File: config.mk
export PLATFORM = sky130hd
export DESIGN_NAME = seg7_scan_display
export DESIGN_NICKNAME = d
export VERILOG_FILES = /design/src/rtl/seg7_scan_display_pkg.sv /design/src/rtl/seg7_scan_display_bcd_to_7seg.sv /design/src/rtl/seg7_scan_display.sv
export SDC_FILE = /design/constraint.sdc
export NUM_CORES = 1
export LEC_CHECK = 0
export CORE_UTILIZATION = 35
export CTS_BUF_LIST = sky130_fd_sc_hd__clkbuf_4 sky130_fd_sc_hd__clkbuf_8
export CTS_CLUSTER_DIAMETER = 40
export DETAILED_ROUTE_END_ITERATION = 10
export HOLD_SLACK_MARGIN = 0.06
export REMOVE_ABC_BUFFERS = 1
export SETUP_SLACK_MARGIN = 0.1
export SYNTH_ARGS = -nofsm -noshare
export SYNTH_HDL_FRONTEND = slang
export SYNTH_SLANG_ARGS = --single-unit
export TNS_END_PERCENT = 50
File: constraint.sdc
create_clock -name clk -period 4.7 [get_ports clk]
set_input_delay 0.94 -clock clk [delete_from_list [all_inputs] [get_ports clk]]
set_output_delay 0.94 -clock clk [all_outputs]
set_load 0.02 [all_outputs]
File: src/rtl/seg7_scan_display_pkg.sv
// Shared constants for the seven-segment scan display: segment patterns,
// BCD width and the default refresh divider.
package seg7_scan_display_pkg;

  localparam int BCD_W               = 4;
  localparam int SCAN_IDX_W          = 3;
  localparam int DEFAULT_REFRESH_DIV = 100000;

  typedef logic [6:0] seg_t;

  // Active-low segment patterns ordered {g,f,e,d,c,b,a}
  localparam seg_t SEG_0    = 7'b1000000;
  localparam seg_t SEG_1    = 7'b1111001;
  localparam seg_t SEG_2    = 7'b0100100;
  localparam seg_t SEG_3    = 7'b0110000;
  localparam seg_t SEG_4    = 7'b0011001;
  localparam seg_t SEG_5    = 7'b0010010;
  localparam seg_t SEG_6    = 7'b0000010;
  localparam seg_t SEG_7    = 7'b1111000;
  localparam seg_t SEG_8    = 7'b0000000;
  localparam seg_t SEG_9    = 7'b0010000;
  localparam seg_t SEG_DASH = 7'b0111111;
  localparam seg_t SEG_OFF  = 7'h7F;

endpackage

File: src/rtl/seg7_scan_display_bcd_to_7seg.sv
// Combinational BCD to active-low seven-segment decoder. Codes 10..15 are
// not valid BCD and show a dash so a broken counter is visible on the board.
module bcd_to_7seg
  import seg7_scan_display_pkg::*;
(
  input  logic [BCD_W-1:0] bcd_i,
  output logic [6:0]       seg_o
);

  // Map each BCD code onto its segment pattern, dash for anything invalid
  always_comb begin
    seg_o = SEG_DASH;
    case (bcd_i)
      4'd0:    seg_o = SEG_0;
      4'd1:    seg_o = SEG_1;
      4'd2:    seg_o = SEG_2;
      4'd3:    seg_o = SEG_3;
      4'd4:    seg_o = SEG_4;
      4'd5:    seg_o = SEG_5;
      4'd6:    seg_o = SEG_6;
      4'd7:    seg_o = SEG_7;
      4'd8:    seg_o = SEG_8;
      4'd9:    seg_o = SEG_9;
      default: seg_o = SEG_DASH;
    endcase
  end

endmodule

File: src/rtl/seg7_scan_display.sv
// Multiplexed seven-segment display driver for the Nexys A7 8-digit display.
// Scans one digit per REFRESH_DIV clocks, snapshots the digit bus at each
// frame wrap so counts rippling through the counter chain never look torn,
// and registers an/seg/dp one clock behind scan_idx.
// Optional build macro LEADING_ZERO_BLANK_EN blanks leading zero digits
// (digit 0 always lit, a decimal point at or above a digit keeps it lit).
module seg7_scan_display
  import seg7_scan_display_pkg::*;
#(
  parameter int N_DIGITS    = 8,
  parameter int REFRESH_DIV = DEFAULT_REFRESH_DIV
) (
  input  logic                      clk,
  input  logic                      rst,
  input  logic [BCD_W*N_DIGITS-1:0] digits,
  input  logic [N_DIGITS-1:0]       dp_en,
  input  logic                      disp_en,
  output logic [N_DIGITS-1:0]       an,
  output logic [6:0]                seg,
  output logic                      dp,
  output logic [SCAN_IDX_W-1:0]     scan_idx,
  output logic                      frame_tick
);

  localparam int PRESC_W = (REFRESH_DIV > 1) ? $clog2(REFRESH_DIV) : 1;
  localparam logic [PRESC_W-1:0]    PRESC_LAST = PRESC_W'(REFRESH_DIV - 1);
  localparam logic [SCAN_IDX_W-1:0] IDX_LAST   = SCAN_IDX_W'(N_DIGITS - 1);

  logic [PRESC_W-1:0]        prescaler_q, prescaler_d;
  logic [SCAN_IDX_W-1:0]     scanIdx_q, scanIdx_d;
  logic [BCD_W*N_DIGITS-1:0] snapshot_q, snapshot_d;
  logic [N_DIGITS-1:0]       dpSnapshot_q, dpSnapshot_d;
  logic                      frameTick_q, frameTick_d;
  logic [N_DIGITS-1:0]       an_q, an_d;
  logic [6:0]                seg_q, seg_d;
  logic                      dp_q, dp_d;

  logic                      slotTick;
  logic                      frameWrap;
  logic [BCD_W-1:0]          curDigit;
  logic                      curDp;
  logic [N_DIGITS-1:0]       litMask;

  // Slot timing: prescaler wraps every REFRESH_DIV clocks, scan index steps
  // per slot, and the digit/dp buses are captured on the frame wrap so
  // digit 0 of the new frame already shows fresh data
  always_comb begin
    slotTick     = (prescaler_q == PRESC_LAST);
    frameWrap    = slotTick && (scanIdx_q == IDX_LAST);
    prescaler_d  = slotTick ? '0 : prescaler_q + 1'b1;
    scanIdx_d    = scanIdx_q;
    snapshot_d   = snapshot_q;
    dpSnapshot_d = dpSnapshot_q;
    frameTick_d  = frameWrap;
    if (slotTick) begin
      scanIdx_d = frameWrap ? '0 : scanIdx_q + 1'b1;
    end
    if (frameWrap) begin
      snapshot_d   = digits;
      dpSnapshot_d = dp_en;
    end
  end

  // Pick the snapshot digit and dp request belonging to the current scan slot
  always_comb begin
    curDigit = '0;
    curDp    = 1'b0;
    for (int i = 0; i < N_DIGITS; i++) begin
      if (SCAN_IDX_W'(i) == scanIdx_q) begin
        curDigit = snapshot_q[i*BCD_W +: BCD_W];
        curDp    = dpSnapshot_q[i];
      end
    end
  end

`ifdef LEADING_ZERO_BLANK_EN
  logic tailActive;

  // Digit i stays lit once any digit or dp at or above it is non-zero;
  // digit 0 is always lit so a zero value still shows a single "0"
  always_comb begin
    litMask    = '1;
    tailActive = 1'b0;
    for (int i = N_DIGITS - 1; i >= 1; i--) begin
      tailActive = tailActive | (snapshot_q[i*BCD_W +: BCD_W] != '0) | dpSnapshot_q[i];
      litMask[i] = tailActive;
    end
  end
`else
  assign litMask = '1;
`endif

  bcd_to_7seg u_decode (
    .bcd_i (curDigit),
    .seg_o (seg_d)
  );

  // Anode and dp selection; disp_en only gates the pins, scanning keeps going
  always_comb begin
    an_d = '1;
    dp_d = 1'b1;
    if (disp_en) begin
      for (int i = 0; i < N_DIGITS; i++) begin
        if ((SCAN_IDX_W'(i) == scanIdx_q) && litMask[i]) begin
          an_d[i] = 1'b0;
        end
      end
      dp_d = ~curDp;
    end
  end

  // State and output registers; reset blanks the display immediately
  always_ff @(posedge clk or posedge rst) begin
    if (rst) begin
      prescaler_q  <= '0;
      scanIdx_q    <= '0;
      snapshot_q   <= '0;
      dpSnapshot_q <= '0;
      frameTick_q  <= 1'b0;
      an_q         <= '1;
      seg_q        <= SEG_OFF;
      dp_q         <= 1'b1;
    end else begin
      prescaler_q  <= prescaler_d;
      scanIdx_q    <= scanIdx_d;
      snapshot_q   <= snapshot_d;
      dpSnapshot_q <= dpSnapshot_d;
      frameTick_q  <= frameTick_d;
      an_q         <= an_d;
      seg_q        <= seg_d;
      dp_q         <= dp_d;
    end
  end

  assign an         = an_q;
  assign seg        = seg_q;
  assign dp         = dp_q;
  assign scan_idx   = scanIdx_q;
  assign frame_tick = frameTick_q;

endmodule

==> results.json <==
{
  "relSlewSlack_pct": 42.4,
  "num_antenna_cells": 0,
  "crit_path_frequent_cell": "ha_1",
  "yosysTopAreaCellShare_pct": 42.0,
  "start_kind": "register",
  "die_h_um": 104,
  "path_class": "reg -> reg",
  "arrival_ns": 3.34,
  "status": "finished clean",
  "cp_max_fo": 20,
  "syn_avg_cell_area_sq_um": 9.27,
  "die_width_um": 104,
  "cp_slowest_cell": "dfrtp_1",
  "grt.total_usage_pct": 15.8,
  "clkSlewWorstSetupHoldPaths_ns": 0.10,
  "seq_area_frac_synth_pct": 53.6,
  "final-setup-viol-count": 0,
  "fmax_mhz": 328,
  "grt_pass1_wl_um": 13600,
  "finalHoldViolCount": 0,
  "vias": 2869,
  "synth_cell_types": 44,
  "critPathLaunch": "scan_idx[2]",
  "r2r_start": "scan_idx[2]",
  "area_delta_synth_final_pct": 24.8,
  "cts_setup_buffers": 0,
  "grt_max_degree": 42,
  "path_cells": "inv_1, ha_1, or2_1, a221oi_1, o221ai_1, o211a_1, inv_2, ha_1, a21oi_1, a221o_1",
  "leakagePower_nw": 1.93,
  "layout_commonest_cell": "nand2_1",
  "floorplan.initialDensity_pct": 36.7,
  "ys_top_cells_by_area": "dfrtp_1 (42%), nand2_1 (15%), dfstp_2 (12%), ha_1 (2.8%), a21oi_1 (2.1%)",
  "layout_common_cells": "nand2_1 (142), clkdlybuf4s50_1 (62), dfrtp_1 (61)",
  "synth_edf_count": 0,
  "path_delay_family": "compound AO/OA/AOI/OAI gates",
  "drt_pass1_iterations": 4,
  "cp-end-kind": "register",
  "async_flop_share_pct": 100,
  "synth-seq-cells": 77,
  "maxCapViolCount": 0,
  "drt_iter0_markers": 79,
  "postRouteAntennaNets": 0,
  "synth.cell_area_sq_um": 3630,
  "clock_path_buffers": 2,
  "synth_top_area_cell": "dfrtp_1",
  "num_rows": 36,
  "htreeDepth": 3,
  "die_area_sq_um": 10800,
  "rsz0062_at_grt": "false",
  "cpPeakStageDelay_ns": 0.72,
  "cts_root_buf": "clkbuf_8",
  "coreArea_sq_um": 9910,
  "io_buffers": 62,
  "gp_congestion": 0.811,
  "finalClockSkew_ns": 0.0204,
  "min_path_type": "reg -> reg",
  "worst_hold_startpoint": "snapshot_q[8]",
  "grt.overflow.total": 0,
  "finalCriticalPeriod_ns": 3.04,
  "n_fill_cell": 969,
  "num_io_pins": 63,
  "critical_path_required_ns": 4.99,
  "grt_pass1_vias": 2913,
  "irDropWorstVdd_v": 0.000150,
  "hpwl_um": 5630,
  "synth_ff_type": "dfrtp_1",
  "insertion_delay_ns": 0.36,
  "powerDensity_nw_per_um2": 272,
  "drc": 0,
  "drive_above_1_share_pct": 10.6,
  "syn_inst": 392,
  "via_per_inst": 4.89,
  "min_period_over_period_pct": 64.8,
  "cts_resized": 0,
  "critPathBufInv": 2,
  "wirelength_um": 7970,
  "ys_warn_count": 0,
  "cts_sinks": 77,
  "total_power_mw": 1.23,
  "cts_tree": "done",
  "fin_nets": 500,
  "tightest_slew_ns": 0.862,
  "wire_per_inst_um": 13.6,
  "finalSetupTns_ns": 0,
  "numCtsBuffers": 9,
  "hold_buffers": 0,
  "hold_ws_ns": 0.475,
  "antenna_found_initial": 0,
  "drv_slew": 0
}
-- power by group --
group	leakage, nW	switching, mW	internal [mW]
Combinational	1.03	0.0208	0.0336
Sequential	0.797	0.000228	0.664
Clock	0.0969	0.258	0.256
Total	1.93	0.280	0.954
-- per-layer routing --
metal / vias to the layer above / part of all wire, % / track usage, %
met2: 72 / 46 / 25.6
met1: 1379 / 47 / 20.0
li1: 1397 / - / -
met3: 21 / 3.9 / 3.20
met5: - / 0 / 0
met4: 0 / 2.7 / 8.06
-- sequential cells by signal, summed over array words and instances, names as in the netlist --
register / cells
scan_idx: 3
dpSnapshot_q: 8
dp: 1
snapshot_q: 32
frame_tick: 1
seg: 7
an: 8
prescaler_q: 17
-- cell families after synthesis --
family	Yosys count	share of synthesized area [%]
and+or+nand+nor	211	26.5
DFF	77	53.6
AOI/OAI and AO/OA	50	9.09
buffers and inverters	31	4.44
xor gates and xnor gates	15	3.61
adders and majority gates	8	2.75
-- synthesized netlist by cell type, types with 8 or more instances --
cell and number:
a21oi_1 15, clkbuf_1 9, dfrtp_1 61, dfstp_2 16
ha_1 8, inv_1 10, nand2_1 142, nand3_1 12
nor2_1 19, nor2b_1 10, o21ai_0 8, xor2_1 8
-- cell type report --
class,instances,area (sq um),share of cell area [%]
clock buffer,10,131,2.90
timing repair buffer,66,651,14.3
tap,133,166,3.67
clock inverter,6,71.3,1.57
sequential,77,1950,42.9
inverter,11,41.3,0.911
multi-input combinational,284,1530,33.7
-- worst reg2reg max path: cells and delay by family (launching register included) --
family          cells  cell delay, ns
compound gates      5            0.95
fa+ha+maj           2            0.65
buf+inv             2            0.34
flops               1            0.72
simple gates        1            0.33
-- metrics by stage --
stage / util, % / setup WS, ns / instances / cell area, sq um
floorplan: - / 1.82 / 372 / 3510
global placement: 43.7 / 1.85 / 571 / 4330
detailed placement: 43.7 / 1.75 / 571 / 4330
CTS: 45.8 / 1.73 / 587 / 4530
global route: 45.8 / 1.40 / 587 / 4530
finish: 45.8 / 1.66 / 587 / 4530
-- path summary, 6_finish.rpt --
kind	to	slack (ns)	cells past startpoint
max in group asynchronous	an[1]	3.03	3
worst min register to register	snapshot_q[8]	0.48	2
min in group asynchronous	prescaler_q[6]	0.90	2
worst max-delay path	seg[3]	1.66	10
worst min-delay path	snapshot_q[8]	0.48	2
worst max register to register	seg[3]	1.66	10
(Power assumes the default switching activity.)
